==> config.mk <==
export PLATFORM = sky130hd
export DESIGN_NAME = uart_tx_feeder
export DESIGN_NICKNAME = d
export VERILOG_FILES = /design/src/rtl/uart_tx_feeder.sv
export SDC_FILE = /design/constraint.sdc
export NUM_CORES = 1
export LEC_CHECK = 0
export ABC_AREA = 1
export CORE_UTILIZATION = 50
export CTS_CLUSTER_DIAMETER = 50
export DETAILED_ROUTE_END_ITERATION = 10
export PLACE_DENSITY_LB_ADDON = 0.15
export SYNTH_ARGS = -nofsm -noshare
export SYNTH_HDL_FRONTEND = slang
export SYNTH_SLANG_ARGS = --single-unit
export TNS_END_PERCENT = 30
==> constraint.sdc <==
create_clock -name clk -period 2 [get_ports clk]
set_input_delay 0.3 -clock clk [delete_from_list [all_inputs] [get_ports clk]]
set_output_delay 0.3 -clock clk [all_outputs]
set_load 0.01 [all_outputs]
==> src/rtl/uart_tx_feeder.sv <==
// uart_tx_feeder: host byte FIFO sequencing bytes into the UART transmitter's load/ready/start handshake.
// Define UART_TX_FEEDER_IFG_EN to stretch each frame by IFG_CYCLES idle cycles.
module uart_tx_feeder #(
  parameter int ADDR_W = 3,
  parameter int FRAME_CYCLES = 10,
  parameter int IFG_CYCLES = 2
) (
  input  logic              clk,
  input  logic              reset_,
  input  logic              wr_en,
  input  logic [7:0]        wr_data,
  output logic              full,
  output logic              empty,
  output logic [ADDR_W:0]   count,
  output logic              overflow,
  output logic              busy,
  output logic              frame_done,
  output logic [7:0]        data_bus,
  output logic              ld_tx_datareg,
  output logic              byte_ready,
  output logic              t_byte
);
`ifdef UART_TX_FEEDER_IFG_EN
  localparam bit IFG_EN = 1'b1;
`else
  localparam bit IFG_EN = 1'b0;
`endif
  localparam int WAIT_LEN = FRAME_CYCLES + (IFG_EN ? IFG_CYCLES : 0);
  localparam int CW = $clog2(WAIT_LEN + 1);
  typedef enum logic [4:0] {
    IDLE  = 5'b00001,
    LOAD  = 5'b00010,
    READY = 5'b00100,
    START = 5'b01000,
    WAIT  = 5'b10000
  } state_t;
  state_t              state;
  logic [7:0]          mem [2**ADDR_W];
  logic [ADDR_W-1:0]   wr_ptr, rd_ptr;
  logic [CW-1:0]       cnt;
  logic                push, pop, wait_end;
  assign full     = count[ADDR_W];
  assign empty    = count == '0;
  assign busy     = state != IDLE || !empty;
  assign push     = wr_en && !full;
  assign pop      = state == IDLE && !empty;
  assign wait_end = state == WAIT && cnt == CW'(WAIT_LEN - 1);
  always_ff @(posedge clk)
    if (push && !reset_) mem[wr_ptr] <= wr_data;
  always_ff @(posedge clk)
    if (reset_) begin
      wr_ptr        <= '0;
      rd_ptr        <= '0;
      count         <= '0;
      cnt           <= '0;
      state         <= IDLE;
      overflow      <= 1'b0;
      frame_done    <= 1'b0;
      data_bus      <= '0;
      ld_tx_datareg <= 1'b0;
      byte_ready    <= 1'b0;
      t_byte        <= 1'b0;
    end else begin
      overflow      <= wr_en && full;
      wr_ptr        <= wr_ptr + ADDR_W'(push);
      rd_ptr        <= rd_ptr + ADDR_W'(pop);
      count         <= count + (ADDR_W+1)'(push) - (ADDR_W+1)'(pop);
      ld_tx_datareg <= pop;
      byte_ready    <= state == LOAD;
      t_byte        <= state == READY;
      frame_done    <= wait_end;
      cnt           <= state == WAIT ? cnt + CW'(1) : '0;
      if (pop) data_bus <= mem[rd_ptr];
      state <= state == IDLE  ? (empty ? IDLE : LOAD) :
               state == LOAD  ? READY :
               state == READY ? START :
               state == START ? WAIT  :
               wait_end       ? IDLE  : WAIT;
    end
endmodule

# Word-level counts from Yosys, hierarchy flattened
# Memories as Yosys holds them, arrays and structs flattened. A register that Yosys moved wholly into a read port is not among the register bits.
# Index checks and enable logic that the tools add are counted.
op_classes:
  addsub: 5
  eq_ne: 7
  mux: 8
  n_bitwise: 1
  n_reduce_logical: 11
ops:
  columns: ["operator", "n"]
  rows:
  - ["$mux W5", 5]
  - ["$add A3 B1 Y3", 2]
  - ["$eq A5 B1 Y1 const B", 1]
  - ["$eq A5 B2 Y1 const B", 1]
  - ["$eq A5 B3 Y1 const B", 1]
  - ["$eq A5 B4 Y1 const B", 1]
  - ["$eq A5 B5 Y1 const B", 1]
  - ["$logic_and A1 B1 Y1", 5]
  - ["$ne A5 B1 Y1 const B", 1]
  - ["$add A4 B1 Y4", 1]
  - ["$add A4 B1 Y4 const B", 1]
  - ["$eq A4 B4 Y1 const B", 1]
  - ["$logic_not A4 Y1", 1]
  - ["$sub A4 B1 Y4", 1]
  - ["$logic_not A1 Y1", 3]
  - ["$mux W1", 2]
  - ["$mux W2", 1]
  - ["$reduce_or A2 Y1", 1]
  - ["$logic_or A1 B1 Y1", 1]
  - ["$not A1 Y1", 1]
word_totals:
  ff_bits: 24
  mem_bits_rw: 64
  inputBits: 11
  output_inout_bits: 20
  mem_count: 1
memory_table:
  columns: ["memory", "depth", "word_bits", "read_ports", "rd_clocked_by_memory_dff", "write_ports", "line_no", "text"]
  rows:
  - ["mem", 8, 8, 1, 1, 1, "38", "logic [7:0] mem [2**ADDR_W];"]

# Longest topological paths before layout
logic_depth:
  word_depth: 7
  depth_mapped: 12
  ltp_nobuf: 12

# Worst setup path before layout
# OpenSTA, ideal clock, no wires.
synth_path:
  kind: "reg-to-reg"
  start: "reg count[3]"
  end: "reg count[2]"
  setup_time_ps: 128
  arrival_time_ps: 2072
  t_required_ps: 1872
  slack_ps: -200
  stages_incl_launch_ff: 11
  path_buffers: 0
  synth_period_minus_slack_ps: 2200
  cell_sequence: "dfxtp_1 > inv_1 > ha_1 > nor3b_4 > nor2_8 > ha_1 > inv_1 > ha_1 > fa_1 > xnor2_1 > nor2_1"
synth_between:
  elab_chain_cells: 4
synth_lines:
  columns: ["item", "line_no", "text"]
  rows:
  - ["start, declared", "14", "output logic [ADDR_W:0] count,"]
  - ["start signal, assigned", "67", "count <= count + (ADDR_W+1)'(push) - (ADDR_W+1)'(pop);"]
  - ["$logic_not A4 Y1", "43", "assign empty = count == '0;"]
  - ["via empty", "13", "output logic empty,"]
  - ["$logic_not A1 Y1", "46", "assign pop = state == IDLE && !empty;"]
  - ["$logic_and A1 B1 Y1", "46", null]
  - ["via pop", "41", "logic push, pop, wait_end;"]
  - ["$sub A4 B1 Y4", "67", null]
# The timed path passes the listed nets, and every way through them passes these cells.
# A chain may end at the register's enable or synchronous reset.

# Final worst setup path
layout_path:
  start: "reg count[3]"
  end: "reg count[1]"
layout_between:
  elab_chain_cells: 4
layout_lines:
  columns: ["item", "line_no"]
  rows:
  - ["$logic_not A4 Y1", "43"]
  - ["$logic_not A1 Y1", "46"]
  - ["$logic_and A1 B1 Y1", "46"]
  - ["via pop", "41"]
  - ["$sub A4 B1 Y4", "67"]
# The timed path passes the listed nets, and every way through them passes these cells.

==> flow_metrics.env <==
export IMPL_outcome="finished, violations left"
export IMPL_violated_checks="setup timing"
export IMPL_layout_min_cycle_time_ps=2010
export IMPL_power_report_internal_total_mw=3.49
export IMPL_ratio_of_routed_vias_to_standard_cells=4.81
export IMPL_netlist_top_cell_by_area="sky130_fd_sc_hd__edfxtp_1"
export IMPL_postRouteAntennaNets=0
export IMPL_layout_setup_ws_ps=-14.8
export IMPL_hold_path_class="flip-flop to flip-flop"
export IMPL_fillerInstances=675
export IMPL_worst_r2r_cell_count=10
export IMPL_rr_endpoint="count[1]$_SDFF_PP0_"
export IMPL_timing_final_setup_violations=1
export IMPL_design_die_area_mm2=0.00859
export IMPL_layout_area_overhead_vs_synth_pct=16.8
export IMPL_cp_num_buf_inv=3
export IMPL_clock_tree_from_tritoncts="built"
export IMPL_power_ir_vdd_worst_v=0.000494
export IMPL_final_setup_skew_ps=11.4
export IMPL_cts_repair_timing_setup_buffer_count=0
export IMPL_grt_max_degree=33
export IMPL_detail_route_first_pass_iterations=4
export IMPL_crit_path_max_fanout=2
export IMPL_power_per_cell_area_mw_per_mm2=1100
export IMPL_detailedPlace_worstSlack_ps=-214
export IMPL_gp_congestion=0.836
export IMPL_net_switching_power_mw=1.78
export IMPL_drc_errors=0
export IMPL_pwr_share_clk_pct=21.6
export IMPL_grt_pass1_wl_um=13300
export IMPL_timing_worst_slew_pin_value_ps=553
export IMPL_antennaDiodeCount=0
export IMPL_dp_final_hpwl_um=5340
export IMPL_final_util_pct=61.2
export IMPL_power_share_sequential_pct=45.6
export IMPL_post_synth_top_area_fraction_pct=46.8
export IMPL_crit_path_start_kind="flip-flop"
export IMPL_worstPathRequired_ps=2310
export IMPL_slew_headroom_pct=63.1
export IMPL_syn_inst=406
export IMPL_synth_cell_area_mm2=0.00411
export IMPL_clkTransAtPathRegs_ps=100
export IMPL_rows=32
export IMPL_die_h_um=92.7
export IMPL_cp_common_cell="sky130_fd_sc_hd__inv_1"
export IMPL_htreeDepth=3
export IMPL_hold_start="count[3]$_SDFF_PP0_"
export IMPL_route_final_wire_length_um=7730
export IMPL_floorplan_initialDensity_pct=52.4
export IMPL_highest_count_cells_in_the_layout_ignoring_fill_and_taps="89 x sky130_fd_sc_hd__nand2_1, 66 x sky130_fd_sc_hd__inv_1, 64 x sky130_fd_sc_hd__edfxtp_1, 51 x sky130_fd_sc_hd__nand3_1, 36 x sky130_fd_sc_hd__nor2_1"
export IMPL_initial_drc_count=163
export IMPL_grt_setup_unrepaired="true"
export IMPL_comb_power_share_pct=32.8
export IMPL_type_of_destination_of_the_critical_path="flip-flop"
export IMPL_critPathArrivalTime_ps=2320
export IMPL_portBuffers=30
export IMPL_core_area_mm2=0.00785
export IMPL_r2r_slack_ps=-10
export IMPL_die_w_um=92.7
export IMPL_vias_in_the_first_global_route=2648
export IMPL_timing_final_crit_share_pct=101
export IMPL_r2r_start="count[3]$_SDFF_PP0_"
export IMPL_series_of_cell_instances_along_the_critical_path="inv_2, ha_1, nor3b_4, nor2_8, ha_4, inv_1, ha_2, fa_2, inv_1, nor2_1"
export IMPL_grtUsageTotal_pct=20.7
export IMPL_end_of_the_worst_hold_path="overflow$_SDFF_PP0_"
export IMPL_clock_path_buffers=2
export IMPL_max_cap_violations=0
export IMPL_num_nets_final=477
export IMPL_postSynthRegisterBits=96
export IMPL_critical_path_slowest_cell="sky130_fd_sc_hd__fa_2"
export IMPL_syn_area_per_cell_um2=10.1
export IMPL_critical_path_top_delay_family="adder cells"
export IMPL_achievable_frequency_mhz=496
export IMPL_power_switching_share_pct=33.8
export IMPL_worstSetupPathType="flip-flop to flip-flop"
export IMPL_dr_total_vias=2698
export IMPL_clock_insertion_delay_worst_skew_ps=360
export IMPL_holdPathStages=2
export IMPL_synth_seq_area_share_pct=62.3
export IMPL_grt_antenna_before_repair=0
export IMPL_synth_fp_nets=429
export IMPL_grt_overflow_total=0
export IMPL_slowest_delay_ps=510
export IMPL_synthTopCellsByArea="sky130_fd_sc_hd__edfxtp_1 47%, sky130_fd_sc_hd__dfxtp_1 16%, sky130_fd_sc_hd__nand2_1 8.1%"
export IMPL_clkSinkCount=96
export IMPL_final_hold_violation_count=0
export IMPL_slew_violations=0
export IMPL_cts_root_buffer_cell="sky130_fd_sc_hd__clkbuf_8"
export IMPL_cts_made_buffers=9
export IMPL_num_io_pins=31
export IMPL_most_common_library_cell_in_the_layout_ignoring_fill_and_taps="sky130_fd_sc_hd__nand2_1"
export IMPL_power_static_leakage_nw=2.00
export IMPL_final_layout_size_suffix_gt1_share_pct=15.3
export IMPL_ys_warn_count=0
export IMPL_wire_per_inst_um=13.8
export IMPL_yosysUniqueCellTypes=27
synthesized netlist by cell type:
| master | count |
|---|---|
| sky130_fd_sc_hd__nand2_2 | 8 |
| sky130_fd_sc_hd__buf_4 | 4 |
| sky130_fd_sc_hd__nand4_1 | 4 |
| sky130_fd_sc_hd__nor2_4 | 2 |
| sky130_fd_sc_hd__nor2_8 | 1 |
| sky130_fd_sc_hd__a21oi_2 | 8 |
| sky130_fd_sc_hd__nand3_4 | 1 |
| sky130_fd_sc_hd__inv_2 | 3 |
| sky130_fd_sc_hd__xnor2_1 | 4 |
| sky130_fd_sc_hd__buf_6 | 1 |
| sky130_fd_sc_hd__edfxtp_1 | 64 |
| sky130_fd_sc_hd__nand3_1 | 51 |
| sky130_fd_sc_hd__inv_1 | 68 |
| sky130_fd_sc_hd__a21oi_1 | 1 |
| sky130_fd_sc_hd__buf_2 | 9 |
| sky130_fd_sc_hd__ha_1 | 11 |
| sky130_fd_sc_hd__nor3_1 | 2 |
| sky130_fd_sc_hd__fa_1 | 1 |
| sky130_fd_sc_hd__nand2_1 | 89 |
| sky130_fd_sc_hd__inv_8 | 1 |
| sky130_fd_sc_hd__a21o_1 | 1 |
| sky130_fd_sc_hd__nor2_1 | 36 |
| sky130_fd_sc_hd__xor2_1 | 1 |
| sky130_fd_sc_hd__nand3b_1 | 1 |
| sky130_fd_sc_hd__nor3b_4 | 1 |
| sky130_fd_sc_hd__dfxtp_1 | 32 |
| sky130_fd_sc_hd__buf_1 | 1 |
final cells by class:
cell class,instances,area (um^2),share of cell area (%)
timing repair buffer,52,459,9.56
sequential,96,2560,53.4
tap,102,128,2.66
clock inverter,5,40.0,0.834
inverter,72,278,5.78
clock buffer,11,131,2.74
multi-input combinational,223,1200,25.0
registers in the layout, indices dropped and copies added, names as in the netlist:
register and cells:
byte_ready 1, cnt 4, count 4, data_bus 8, frame_done 1, ld_tx_datareg 1
mem 64, overflow 1, rd_ptr 3, state 5, t_byte 1, wr_ptr 3
metrics by stage:
stage	hold slack (ps)	TNS, ps	std cells	cell area [um^2]	power, mW
2_1_floorplan	399	-155	406	4130	3.59
3_3_place_gp	439	-2630	545	4630	4.16
3_5_place_dp	444	-6310	545	4630	4.20
4_1_cts	459	-37.3	561	4800	5.32
5_1_grt	467	-266	561	4800	5.65
6_report	455	-14.8	561	4800	5.28
worst min-delay path, cell delays in order, from the launching register on:
cell                      delay [ps]
sky130_fd_sc_hd__dfxtp_2         330
sky130_fd_sc_hd__inv_2            50
sky130_fd_sc_hd__nor3_1           40
timing repair:
action                                  CTS  global route
pin swaps                                 0             0
gates cloned                              0             0
hold buffers                              0             0
endpoints found under the setup margin    4             5
resized for setup                         6             1
hold endpoints to repair                  0             0
worst max-delay path by stage:
stage,startpoint,endpoint,slack (ps),cells after the start
5_1_grt,count[3]$_SDFF_PP0_,count[1]$_SDFF_PP0_,-100,10
3_5_place_dp,wr_en,count[1]$_SDFF_PP0_,-210,10
3_3_place_gp,wr_en,count[1]$_SDFF_PP0_,-180,10
6_report,count[3]$_SDFF_PP0_,count[1]$_SDFF_PP0_,-10,10
4_1_cts,count[3]$_SDFF_PP0_,count[1]$_SDFF_PP0_,-40,10
2_1_floorplan,count[3]$_SDFF_PP0_,count[1]$_SDFF_PP0_,-90,10
power groups by stage:
stage                     combinational (mW)  sequential (mW)  clock [mW]
after global routing                    1.95             2.43        1.27
after global placement                  1.71             2.45           0
after floorplan                         1.11             2.47           0
final                                   1.73             2.41        1.14
after CTS                               1.73             2.41        1.18
after detailed placement                1.74             2.46           0
cells by family after synthesis:
logic type                 count (synthesis)  synth area share (%)
AOI/OAI and AO/OA                         10                  2.01
adders and majority gates                 12                  3.84
and+or+nand+nor                          196                  21.8
buffers and inverters                     87                  8.95
xor gates and xnor gates                   5                  1.07
DFF                                       96                  62.3
per-layer routing:
metal	global-route usage, %	part of all wire (%)
met5	0	0
met1	28.7	47
met2	32.2	46
met4	5.90	1.2
met3	5.50	5.1
Power figures use the tool's default switching activity.
